==> src/rtl/lcd_frame_sequencer.sv <==
// Streams a 1-bit source image to an LCD pixel driver, upscaled by SCALE on both axes.
// Latency: first drv_print 3 cycles after start; each pixel costs ISSUE/ACK/DONE/ADVANCE plus FETCH/LOAD on a new source pixel.
// Backpressure: the driver paces every pixel through drv_done (drop = accepted, rise = complete); dropping drv_initialized aborts the frame.
module lcd_frame_sequencer #(
   parameter int          IMG_W    = 28,
   parameter int          IMG_H    = 28,
   parameter int          SCALE    = 5,
   parameter int          ADDR_W   = 10,
   parameter logic [15:0] FG_COLOR = 16'hFFFF,
   parameter logic [15:0] BG_COLOR = 16'h0000
) (
   input  logic              clk,
   input  logic              reset,
   input  logic              start,
   output logic              busy,
   output logic              frame_done,
   output logic              aborted,
   output logic              mem_rd,
   output logic [ADDR_W-1:0] mem_addr,
   input  logic              mem_rdata,
   input  logic              drv_initialized,
   input  logic              drv_done,
   output logic              drv_en,
   output logic              drv_print,
   output logic [15:0]       drv_pixel
);

   // Counter widths; a 1-pixel axis still needs a 1-bit index.
   localparam int XW = (IMG_W > 1) ? $clog2(IMG_W) : 1;
   localparam int YW = (IMG_H > 1) ? $clog2(IMG_H) : 1;

   // Wrap points for the source, sub-pixel and output counters.
   localparam logic [3:0]        S_LAST    = 4'(SCALE - 1);
   localparam logic [XW-1:0]     X_LAST    = XW'(IMG_W - 1);
   localparam logic [YW-1:0]     Y_LAST    = YW'(IMG_H - 1);
   localparam logic [8:0]        OX_LAST   = 9'(IMG_W * SCALE - 1);
   localparam logic [8:0]        OY_LAST   = 9'(IMG_H * SCALE - 1);
   localparam logic [ADDR_W-1:0] ROW_PITCH = ADDR_W'(IMG_W);

   typedef enum logic [2:0] {
      S_IDLE      = 3'd0,
      S_FETCH     = 3'd1,
      S_LOAD      = 3'd2,
      S_ISSUE     = 3'd3,
      S_WAIT_ACK  = 3'd4,
      S_WAIT_DONE = 3'd5,
      S_ADVANCE   = 3'd6
   } state_t;

   state_t r_state;
   state_t w_next_state;

   // Sub-pixel repeat counters, source indices and output-space coordinates.
   logic [3:0]        r_sx;
   logic [3:0]        r_sy;
   logic [XW-1:0]     r_x;
   logic [YW-1:0]     r_y;
   logic [8:0]        r_ox;
   logic [8:0]        r_oy;

   // Registered driver pixel and the address presented on the last fetch.
   logic [15:0]       r_pixel;
   logic [ADDR_W-1:0] r_mem_addr;

   logic              w_launch;
   logic              w_step;
   logic              w_sx_wrap;
   logic              w_x_wrap;
   logic              w_row_adv;
   logic              w_sy_wrap;
   logic              w_last;
   logic [ADDR_W-1:0] w_src_addr;

   // A frame only launches from IDLE with an initialised driver.
   assign w_launch   = (r_state == S_IDLE) && start && drv_initialized;
   // Counters advance only on a completed pixel that is not being aborted.
   assign w_step     = (r_state == S_ADVANCE) && drv_initialized;

   assign w_sx_wrap  = (r_sx == S_LAST);
   assign w_x_wrap   = (r_x == X_LAST);
   assign w_row_adv  = w_sx_wrap && w_x_wrap;
   assign w_sy_wrap  = (r_sy == S_LAST);
   // Last output pixel of the frame: bottom-right corner in output space.
   assign w_last     = (r_ox == OX_LAST) && (r_oy == OY_LAST);

   assign w_src_addr = (ADDR_W'(r_y) * ROW_PITCH) + ADDR_W'(r_x);

   // State register with synchronous reset back to IDLE.
   always_ff @(posedge clk) begin
      if (reset) begin
         r_state <= S_IDLE;
      end else begin
         r_state <= w_next_state;
      end
   end

   // Next-state logic; losing the driver in any active state wins over everything else.
   always_comb begin
      w_next_state = r_state;
      if ((r_state != S_IDLE) && !drv_initialized) begin
         w_next_state = S_IDLE;
      end else begin
         case (r_state)
            S_IDLE: begin
               if (start && drv_initialized) begin
                  w_next_state = S_FETCH;
               end
            end
            S_FETCH: begin
               w_next_state = S_LOAD;
            end
            S_LOAD: begin
               w_next_state = S_ISSUE;
            end
            S_ISSUE: begin
               w_next_state = S_WAIT_ACK;
            end
            S_WAIT_ACK: begin
               if (!drv_done) begin
                  w_next_state = S_WAIT_DONE;
               end
            end
            S_WAIT_DONE: begin
               if (drv_done) begin
                  w_next_state = S_ADVANCE;
               end
            end
            S_ADVANCE: begin
               if (w_last) begin
                  w_next_state = S_IDLE;
               end else if (w_sx_wrap) begin
                  // Moving to a different source pixel (covers row advance too).
                  w_next_state = S_FETCH;
               end else begin
                  // Same source pixel repeated horizontally: reuse drv_pixel.
                  w_next_state = S_ISSUE;
               end
            end
            default: begin
               w_next_state = S_IDLE;
            end
         endcase
      end
   end

   // Output decode; pulses are masked during reset so a reset never reports a frame event.
   always_comb begin
      busy       = (r_state != S_IDLE);
      drv_en     = (r_state != S_IDLE);
      mem_rd     = (r_state == S_FETCH);
      drv_print  = ((r_state == S_ISSUE) || (r_state == S_WAIT_ACK)) && drv_initialized;
      aborted    = (r_state != S_IDLE) && !drv_initialized && !reset;
      frame_done = (r_state == S_ADVANCE) && w_last && drv_initialized && !reset;
      // The fetch address appears in FETCH itself and is held afterwards.
      mem_addr   = (r_state == S_FETCH) ? w_src_addr : r_mem_addr;
      drv_pixel  = r_pixel;
   end

   // Raster counters: cleared on launch, stepped row-major once per completed pixel.
   always_ff @(posedge clk) begin
      if (reset || w_launch) begin
         r_sx <= '0;
         r_sy <= '0;
         r_x  <= '0;
         r_y  <= '0;
         r_ox <= '0;
         r_oy <= '0;
      end else if (w_step) begin
         r_sx <= w_sx_wrap ? 4'd0 : (r_sx + 4'd1);
         if (w_sx_wrap) begin
            r_x <= w_x_wrap ? '0 : (r_x + XW'(1));
         end
         if (w_row_adv) begin
            r_sy <= w_sy_wrap ? 4'd0 : (r_sy + 4'd1);
            if (w_sy_wrap) begin
               r_y <= (r_y == Y_LAST) ? '0 : (r_y + YW'(1));
            end
         end
         r_ox <= w_row_adv ? 9'd0 : (r_ox + 9'd1);
         if (w_row_adv) begin
            r_oy <= w_last ? 9'd0 : (r_oy + 9'd1);
         end
      end
   end

   // Pixel colour is captured only in LOAD, one cycle after the memory read.
   always_ff @(posedge clk) begin
      if (reset) begin
         r_pixel <= BG_COLOR;
      end else if ((r_state == S_LOAD) && drv_initialized) begin
         r_pixel <= mem_rdata ? FG_COLOR : BG_COLOR;
      end
   end

   // Hold the fetch address so mem_addr only moves when a new fetch happens.
   always_ff @(posedge clk) begin
      if (reset) begin
         r_mem_addr <= '0;
      end else if (r_state == S_FETCH) begin
         r_mem_addr <= w_src_addr;
      end
   end

endmodule

==> config.mk <==
export PLATFORM = sky130hd
export DESIGN_NAME = lcd_frame_sequencer
export DESIGN_NICKNAME = d
export VERILOG_FILES = /design/src/rtl/lcd_frame_sequencer.sv
export SDC_FILE = /design/constraint.sdc
export NUM_CORES = 1
export LEC_CHECK = 0
export BUFFER_PORTS_ARGS = -buffer_cell sky130_fd_sc_hd__buf_4
export CAP_MARGIN = 15
export CORE_ASPECT_RATIO = 1.25
export CORE_MARGIN = 3
export CORE_UTILIZATION = 45
export CTS_BUF_LIST = sky130_fd_sc_hd__clkbuf_8
export DETAILED_ROUTE_END_ITERATION = 8
export GPL_TIMING_DRIVEN = 0
export PLACE_DENSITY_LB_ADDON = 0.1
export SETUP_SLACK_MARGIN = 0.2
export SLEW_MARGIN = 20
export SYNTH_ARGS = -nofsm -noshare
export SYNTH_HDL_FRONTEND = slang
export SYNTH_SLANG_ARGS = --single-unit
==> constraint.sdc <==
create_clock -name clk -period 8.8 [get_ports clk]
set_input_delay 0.88 -clock clk [delete_from_list [all_inputs] [get_ports clk]]
set_output_delay 0.88 -clock clk [all_outputs]
set_load 0.02 [all_outputs]
==> flow_summary.json, run 1 <==
{
  "start_kind": "register",
  "port_buffers": 36,
  "synth-seq-cells": 50,
  "power.total_uw": 397,
  "clkSlewWorstSetupHoldPaths_ps": 90,
  "finalNonFillerCells": 495,
  "ys_warn_count": 0,
  "rows": 32,
  "first_global_vias": 2352,
  "whs_endpoint": "r_mem_addr[1]",
  "post-place-ws_ps": 4810,
  "crit_type": "reg2out",
  "synth.net_count": 398,
  "grt_max_degree": 18,
  "grt_overflow": 0,
  "area_growth_pct": 15.6,
  "finalWirelength_microns": 6090,
  "peakVddDrop_mv": 0.0659,
  "dp_hpwl_microns": 4660,
  "arrival_ps": 3460,
  "leakage_uw": 0.00145,
  "status": "completed",
  "cts-resized-gates": 0,
  "fin_ws_ps": 4460,
  "ant_nets": 0,
  "vias": 2549,
  "fillers": 621,
  "r2r_start": "r_y[2]",
  "route.detailed.drc": 0,
  "whs_path_depth": 2,
  "p_comb_share_pct": 6.8,
  "worst-path-max-fanout": 9,
  "ys_types": 49,
  "cts_hold_buf": 0,
  "ys_seq_area_share_pct": 33.1,
  "finalCritPeriodShare_pct": 49.3,
  "max_slew_margin_pct": 52.4,
  "holdCritPathClass": "reg2reg",
  "r2r-end": "r_mem_addr[9]",
  "r2r_cells": 8,
  "switching_share_pct": 24.2,
  "switching_power_uw": 96.2,
  "grtUsageTotal_pct": 16.8,
  "die_w_microns": 79.3,
  "power_frac_seq_pct": 57.3,
  "coreArea_sq_um": 6330,
  "syn_area_sq_um": 3020,
  "cts_tree": "built",
  "place_inst": 487,
  "place_congestion": 0.794,
  "netlist_instances": 366,
  "clockBufferDepth": 2,
  "pin_count": 38,
  "max_freq_ghz": 0.231,
  "cts-root-buf": "clkbuf_8",
  "die_area_sq_um": 7740,
  "grt_first_pass_wirelength_microns": 10600,
  "drt-initial-drc-count": 98,
  "r2r_setup_slack_ps": 5650,
  "setup_viol": 0,
  "n_antenna_cell": 0,
  "fin_nets": 441,
  "drt_pre_antenna_iters": 4,
  "htree_num_levels": 2,
  "rsz0062_at_grt": "false",
  "max_slew.worst_pin.slew_ps": 708,
  "stdcell_area_sq_um": 3490,
  "postCtsSetupRepairBufs": 0,
  "numCtsBuffers": 5,
  "die_y_microns": 97.6,
  "wl_per_cell_microns": 12.3,
  "antenna_found_initial": 0,
  "cts.sinks": 50,
  "p_int_uw": 301,
  "drive_gt1_share_pct": 17.8,
  "required_ps": 7920,
  "fin_tns_setup_ps": 0,
  "endpoint_kind": "output port",
  "hold_viol": 0,
  "worst_clock_skew_ps": 5.22,
  "avgSynthCellArea_sq_um": 8.25,
  "place_area_sq_um": 3400,
  "pwr_density_cell_nw_per_um2": 114,
  "worstHoldStart": "r_mem_addr[1]",
  "min_period_ps": 4340,
  "max_cap_viol_count": 0,
  "initial_core_util_pct": 47.7,
  "clock_latency_ps": 310,
  "slew_viol_final": 0,
  "clkPwrFrac_pct": 35.9,
  "vias_per_cell": 5.15
}
power by group through the flow:
stage	Sequential (uW)	Clock, uW	Combinational (uW)
6_report	227	143	26.8
5_1_grt	228	153	29.5
4_1_cts	228	146	27.3
3_5_place_dp	233	0	27.2
3_3_place_gp	233	0	27.0
2_1_floorplan	233	0	17.2
worst max-delay path by stage:
| stage | start | end | cells after the start |
|---|---|---|---|
| finish | r_y[2] | mem_addr[9] | 9 |
| global placement | r_y[2] | mem_addr[9] | 9 |
| detailed placement | r_y[2] | mem_addr[9] | 9 |
| floorplan | r_y[2] | mem_addr[9] | 8 |
| CTS | r_y[2] | mem_addr[9] | 9 |
| global route | r_y[2] | mem_addr[9] | 9 |
metrics by stage:
step / hold slack (ps) / utilization [%]
after detailed placement: 459 / 53.7
after floorplan: 444 / -
after global placement: 451 / 53.7
after global routing: 487 / 55.2
final: 471 / 55.2
after CTS: 473 / 55.2
cell type report:
type	count	area, sq um	area share (%)
plain buffers	29	183	5.23
clock buffers	6	82.6	2.36
clock inverters	2	12.5	0.358
inverters	15	56.3	1.61
multi-input cells	272	1780	51.0
flip-flops and latches	50	1000	28.7
well taps	85	106	3.05
repair buffers	36	270	7.74
worst max-delay path: stages, from the launching register on:
cell and delay, ps:
dfxtp_1 600, fa_1 500, ha_1 230, fa_1 550
inv_1 80, a211oi_1 430, nand2_1 90, or4_1 440
nand3_1 110, buf_4 140
layout by cell type (no fill, tap or decap), drive strengths merged, types with 2 or more instances in the layout:
cell type and instances:
a211oi 2, a21o 2, a21oi 36, a31oi 2, and3 4, buf 55
clkbuf 16, dfxtp 50, fa 6, ha 20, inv 15, mux2i 2
nand2 49, nand2b 5, nand3 9, nand3b 4, nand4 5, nand4b 5
nor2 38, nor2b 6, nor3 7, nor4 2, o211ai 2, o21ai 18
or3 6, or4 6, or4b 3, xnor2 11, xor2 8
sequential cells by signal (all words and copies together) (netlist names):
register	cells
r_mem_addr	10
r_sy	4
r_y	5
r_oy	9
r_sx	4
r_state	3
drv_pixel	1
r_x	5
r_ox	9
synth_stat cells (all sizes together):
master	instances	area, sq um
a211o	1	8.76
a211oi	2	15.0
a21o	2	15.0
a21oi	36	180
a221oi	1	8.76
a31oi	2	12.5
a41o	1	10.0
a41oi	1	8.76
and2	1	6.26
and3	4	25.0
and3b	1	8.76
and4	1	8.76
and4b	1	10.0
buf	19	144
clkbuf	10	38.8
dfxtp	50	1000
fa	6	120
ha	20	250
inv	15	56.3
mux2i	2	20.0
nand2	49	184
nand2b	5	31.3
nand3	9	45.0
nand3b	4	30.0
nand4	5	31.3
nand4b	5	73.8
nor2	38	143
nor2b	6	37.5
nor3	7	46.3
nor3b	1	7.51
nor4	2	18.8
o211ai	2	15.0
o21ai	18	90.1
o21ba	1	10.0
o21bai	1	7.51
o31ai	1	7.51
o32ai	1	8.76
or2	1	6.26
or3	6	37.5
or4	6	45.0
or4b	3	30.0
xnor2	11	96.3
xor2	8	70.1
routing by layer:
layer / vias up / part of all wire (%) / wire (microns) / GRT usage [%]
met2: 27 / 54 / 3260 / 30.4
met4: 0 / 1.4 / 84 / 5.82
met5: - / 0 / 0 / 0
li1: 1328 / - / - / -
met3: 7 / 2.5 / 155 / 2.60
met1: 1187 / 43 / 2590 / 19.7
cell families after synthesis:
| kind of cell | synth area share, % |
|---|---|
| AOI/OAI and AO/OA | 13.2 |
| DFF | 33.1 |
| xor gates and xnor gates | 5.51 |
| and+or+nand+nor | 27.3 |
| buffers and inverters | 7.91 |
| muxes | 0.663 |
| adders and majority gates | 12.3 |
Power figures use the tool's default switching activity.
==> run 2, diff against run 1 <==
==> constraint.sdc (replaced) <==
create_clock -name clk -period 3.7 [get_ports clk]
set_input_delay 0.37 -clock clk [delete_from_list [all_inputs] [get_ports clk]]
set_output_delay 0.37 -clock clk [all_outputs]
set_load 0.02 [all_outputs]
==> flow_summary.json, run 2 (synthesis gave the netlist of run 1 again) <==
{
  "port_buffers": 36,
  "met3_usage_pct": 2.60,
  "fin_nets": 444,
  "htree_num_levels": 2,
  "finalNonFillerCells": 498,
  "fin_ws_ps": 340,
  "antenna_found_initial": 0,
  "clock_latency_ps": 300,
  "whs_endpoint": "r_mem_addr[4]",
  "hold_viol": 0,
  "cts.sinks": 50,
  "max_cap_viol_count": 0,
  "initial_core_util_pct": 47.7,
  "multiInputGateArea_sq_um": 1840,
  "r2r_start": "r_y[0]",
  "required_ps": 3330,
  "top_register": "r_mem_addr",
  "setup_viol": 0,
  "r2r_cells": 8,
  "max_freq_ghz": 0.298,
  "n_antenna_cell": 0,
  "first_global_vias": 2363,
  "wl_per_cell_microns": 12.4,
  "cts-root-buf": "clkbuf_8",
  "grt_use_met2_pct": 30.5,
  "die_area_sq_um": 7740,
  "r2r-end": "r_mem_addr[9]",
  "start_kind": "register",
  "final_common_cell": "buf_4",
  "pin_count": 38,
  "crit_type": "reg2out",
  "arrival_ps": 2990,
  "endpoint_kind": "output port",
  "drt-initial-drc-count": 109,
  "status": "completed",
  "finalWirelength_microns": 6160,
  "ant_nets": 0,
  "leakage_uw": 0.00147,
  "whs_path_depth": 2,
  "rows": 32,
  "clkSlewWorstSetupHoldPaths_ps": 90,
  "route.detailed.drc": 0,
  "busiest_layer": "met2",
  "numCtsBuffers": 5,
  "r2r_setup_slack_ps": 1020,
  "worstHoldStart": "reset",
  "coreArea_sq_um": 6330,
  "top_regs": "r_mem_addr (10), r_ox (9), r_oy (9)",
  "max_slew.worst_pin.slew_ps": 717,
  "fin_tns_setup_ps": 0,
  "die_w_microns": 79.3,
  "fillers": 616,
  "drive_gt1_share_pct": 21.5,
  "grt_first_pass_wirelength_microns": 10700,
  "largest_register_ffs": 10,
  "max_slew_margin_pct": 51.8,
  "peakVddDrop_mv": 0.157,
  "vias": 2541,
  "register_area_sq_um": 1010,
  "place_congestion": 0.794,
  "holdCritPathClass": "in2reg",
  "pwr_density_cell_nw_per_um2": 262,
  "dp_hpwl_microns": 4660,
  "gr-usage-met1_pct": 19.7,
  "finalCritPeriodShare_pct": 90.8,
  "place_area_sq_um": 3400,
  "slew_viol_final": 0,
  "min_period_ps": 3360,
  "place_inst": 487,
  "drt_pre_antenna_iters": 4,
  "most-common-layout-cells": "buf_4 (56), nand2_1 (49), dfxtp_1 (46)",
  "grt_overflow": 0,
  "area_growth_pct": 18.6,
  "grt_max_degree": 18,
  "worst-path-max-fanout": 7,
  "worst_clock_skew_ps": 5.06,
  "stdcell_area_sq_um": 3580,
  "cts_tree": "built",
  "post-place-ws_ps": 221,
  "clockBufferDepth": 2,
  "die_y_microns": 97.6,
  "vias_per_cell": 5.10,
  "grtUsageTotal_pct": 16.8,
  "rsz0062_at_grt": "false",
  "utilization_pct": 56.6
}
[run 2: cell count changes in the layout (fill, tap and decap cells not counted), moves of 2 or more]
| cell | delta |
|---|---|
| dfxtp_1 | -4 |
| buf_4 | +3 |
| dfxtp_2 | +2 |
| dfxtp_4 | +2 |
| ha_1 | -2 |
| xnor2_1 | -2 |
| xnor2_2 | +2 |
[run 2: what timing repair did]
action / in CTS / in global routing
endpoints found under the setup margin: 3 / 1
pin swaps: 0 / 1
hold buffers: 0 / 0
setup buffers: 0 / 3
resized for setup: 6 / 10
gates cloned: 0 / 0
[run 2: worst max-delay path by stage]
stage / startpoint / endpoint / slack [ps] / depth (start not counted)
6_report: r_y[0] / mem_addr[9] / 340 / 9
5_1_grt: r_y[2] / mem_addr[9] / 220 / 9
4_1_cts: r_y[2] / mem_addr[9] / 210 / 9
3_5_place_dp: r_y[2] / mem_addr[9] / 220 / 9
3_3_place_gp: r_y[2] / mem_addr[9] / 240 / 9
2_1_floorplan: r_y[2] / mem_addr[9] / 530 / 8
[run 2: cell type report]
| type | instances | area share (%) |
|---|---|---|
| Timing Repair Buffer | 39 | 8.17 |
| Clock inverter | 2 | 0.349 |
| Sequential cell | 50 | 28.2 |
| Clock buffer | 6 | 2.31 |
| Buffer | 29 | 5.10 |
| Multi-Input combinational cell | 272 | 51.3 |
| Inverter | 15 | 1.57 |
| Tap cell | 85 | 2.97 |
[run 2: routing by layer]
layer / up-vias / wire [microns]
met5: - / 0
met4: 0 / 90
met3: 7 / 144
met2: 22 / 3290
met1: 1180 / 2640
li1: 1332 / -
[run 2: per-stage QoR]
stage	hold slack [ps]	total power (uW)
finish	287	940
global route	296	974
global placement	451	618
floorplan	442	594
detailed placement	459	618
CTS	282	953
[run 2: power breakdown]
group / internal (uW) / switching [uW] / leakage (uW) / total [uW]
clock: 151 / 186 / 0.0000472 / 337
combinational: 24.4 / 39.3 / 0.00101 / 63.7
sequential: 538 / 1.01 / 0.000406 / 539
[run 2: critical path, cell delays in order, from the launching register on]
cell and delay [ps]:
dfxtp_4 380, fa_1 480, ha_2 200, fa_2 560, inv_1 90, a211oi_4 230, nand2_1 90, or4_4 420
nand3_1 100, buf_4 140
==> run 3, diff against run 2 <==
--- a/config.mk
+++ b/config.mk
@@ -9,7 +9,7 @@
 export CAP_MARGIN = 15
 export CORE_ASPECT_RATIO = 1.25
 export CORE_MARGIN = 3
-export CORE_UTILIZATION = 45
+export CORE_UTILIZATION = 54
 export CTS_BUF_LIST = sky130_fd_sc_hd__clkbuf_8
 export DETAILED_ROUTE_END_ITERATION = 8
 export GPL_TIMING_DRIVEN = 0
==> flow_summary.json, run 3 (synthesis gave the netlist of run 1 again) <==
{
  "clkPwrFrac_pct": 32.7,
  "top_register": "r_mem_addr",
  "most-common-layout-cells": "buf_4 (56), nand2_1 (49), dfxtp_1 (46)",
  "initial_core_util_pct": 57.8,
  "status": "completed",
  "drt_pre_antenna_iters": 4,
  "slowest_delay_ps": 560,
  "largest_register_ffs": 10,
  "crit_path_end": "mem_addr[9]",
  "required_ps": 3330,
  "rows": 29,
  "worst-path-max-fanout": 7,
  "cts_hold_buf": 0,
  "wl_per_cell_microns": 12.7,
  "grt_use_met2_pct": 36.7,
  "hold_ws_ps": 286,
  "antenna_found_initial": 0,
  "route.detailed.drc": 0,
  "ant_nets": 0,
  "endpoint_kind": "output port",
  "dp_hpwl_microns": 4570,
  "grt_first_pass_wirelength_microns": 9950,
  "path_depth": 9,
  "switching_share_pct": 23.2,
  "p_int_uw": 688,
  "min_period_ps": 3370,
  "drt-initial-drc-count": 101,
  "p_comb_share_pct": 7.1,
  "drive_gt1_share_pct": 19.9,
  "clockBufferDepth": 2,
  "htree_num_levels": 2,
  "die_w_microns": 72.9,
  "arrival_ps": 3000,
  "hold_viol": 0,
  "die_y_microns": 89.6,
  "slew_viol_final": 0,
  "r2r_cells": 8,
  "area_growth_pct": 15.9,
  "place_area_sq_um": 3370,
  "first_global_vias": 2324,
  "coreArea_sq_um": 5230,
  "grtUsageTotal_pct": 19.0,
  "r2r_setup_slack_ps": 1000,
  "numCtsBuffers": 5,
  "place_congestion": 0.806,
  "r2r_start": "r_y[0]",
  "peakVddDrop_mv": 0.176,
  "start_kind": "register",
  "pin_count": 38,
  "cts-root-buf": "clkbuf_8",
  "rsz0062_at_grt": "true",
  "top_regs": "r_mem_addr (10), r_ox (9), r_oy (9)",
  "power_frac_seq_pct": 60.2,
  "grt_overflow": 0,
  "holdCritPathClass": "in2reg",
  "clkSlewWorstSetupHoldPaths_ps": 80,
  "switching_power_uw": 208,
  "met3_usage_pct": 3.79,
  "max_slew.worst_pin.slew_ps": 581,
  "crit_type": "reg2out",
  "stdcell_area_sq_um": 3500,
  "worst_path_max_delay_cell": "fa_2",
  "fin_tns_setup_ps": 0,
  "max_cap_viol_count": 0,
  "clock_latency_ps": 300,
  "cts.sinks": 50,
  "gr-usage-met1_pct": 21.1,
  "path_cells": "fa_1 > ha_1 > fa_2 > inv_1 > a211oi_2 > nand2_1 > or4_4 > nand3_1 > buf_4",
  "max_freq_ghz": 0.297,
  "worst-path-buf-inv": 2,
  "worst_clock_skew_ps": 5.25,
  "r2r-end": "r_mem_addr[9]",
  "busiest_layer": "met2",
  "port_buffers": 36,
  "die_area_sq_um": 6530,
  "cpLargestDelayFamily": "adder cells",
  "n_antenna_cell": 0,
  "pwr_density_cell_nw_per_um2": 256,
  "leakage_uw": 0.00147,
  "setup_viol": 0,
  "finalWirelength_microns": 6010,
  "grt_max_degree": 18,
  "final_common_cell": "buf_4",
  "finalCritPeriodShare_pct": 91.1,
  "fin_nets": 444,
  "vias_per_cell": 5.43,
  "vias": 2572,
  "max_slew_margin_pct": 60.9,
  "cts_tree": "built",
  "crit_path_start": "r_y[0]"
}
run 3: cell types whose count changed in the layout (fill, tap and decap cells not counted), sizes merged:
cell / before / now
clkbuf: 16 / 15
clkinv: 1 / 0
clkinvlp: 1 / 0
inv: 15 / 17
run 3: layout make-up:
type	count	area, sq um
plain buffers	29	183
multi-input cells	272	1800
clock buffers	5	68.8
flip-flops and latches	50	1010
well taps	62	77.6
repair buffers	39	293
inverters	15	56.3
clock inverters	2	7.51
fillers	457	1730
run 3: routing by layer:
layer  vias up  share of wire, %
li1       1341                 -
met1      1194                43
met2        33                53
met3         4               3.2
met4         0              0.77
met5         -                 0
run 3: repair_timing:
item,in CTS,in global routing
pin swaps,0,2
setup endpoints to repair,3,2
gates resized for setup,5,7
setup buffers,0,3
run 3: power by group through the flow:
stage,clock (uW),sequential [uW],combinational [uW]
finish,293,539,63.6
global route,322,540,70.0
CTS,298,540,64.1
detailed placement,0,554,63.8
global placement,0,554,63.3
floorplan,0,554,40.9
run 3: how the worst min path moves through the flow:
stage                  start            end  depth (start not counted)
2_1_floorplan          reset  r_mem_addr[4]                          1
4_1_cts                reset  r_mem_addr[5]                          2
3_5_place_dp   r_mem_addr[2]  r_mem_addr[2]                          2
5_1_grt                reset  r_mem_addr[6]                          2
6_report               reset  r_mem_addr[5]                          2
3_3_place_gp   r_mem_addr[3]  r_mem_addr[3]                          2
run 3: per-stage QoR:
step           total power (uW)  instances  worst slack, ps  utilization [%]
2_1_floorplan               594        366              526                -
3_3_place_gp                617        464              294             64.5
3_5_place_dp                617        464              285             64.5
4_1_cts                     902        471              221             66.1
5_1_grt                     931        474              188             67.0
6_report                    896        474              329             67.0
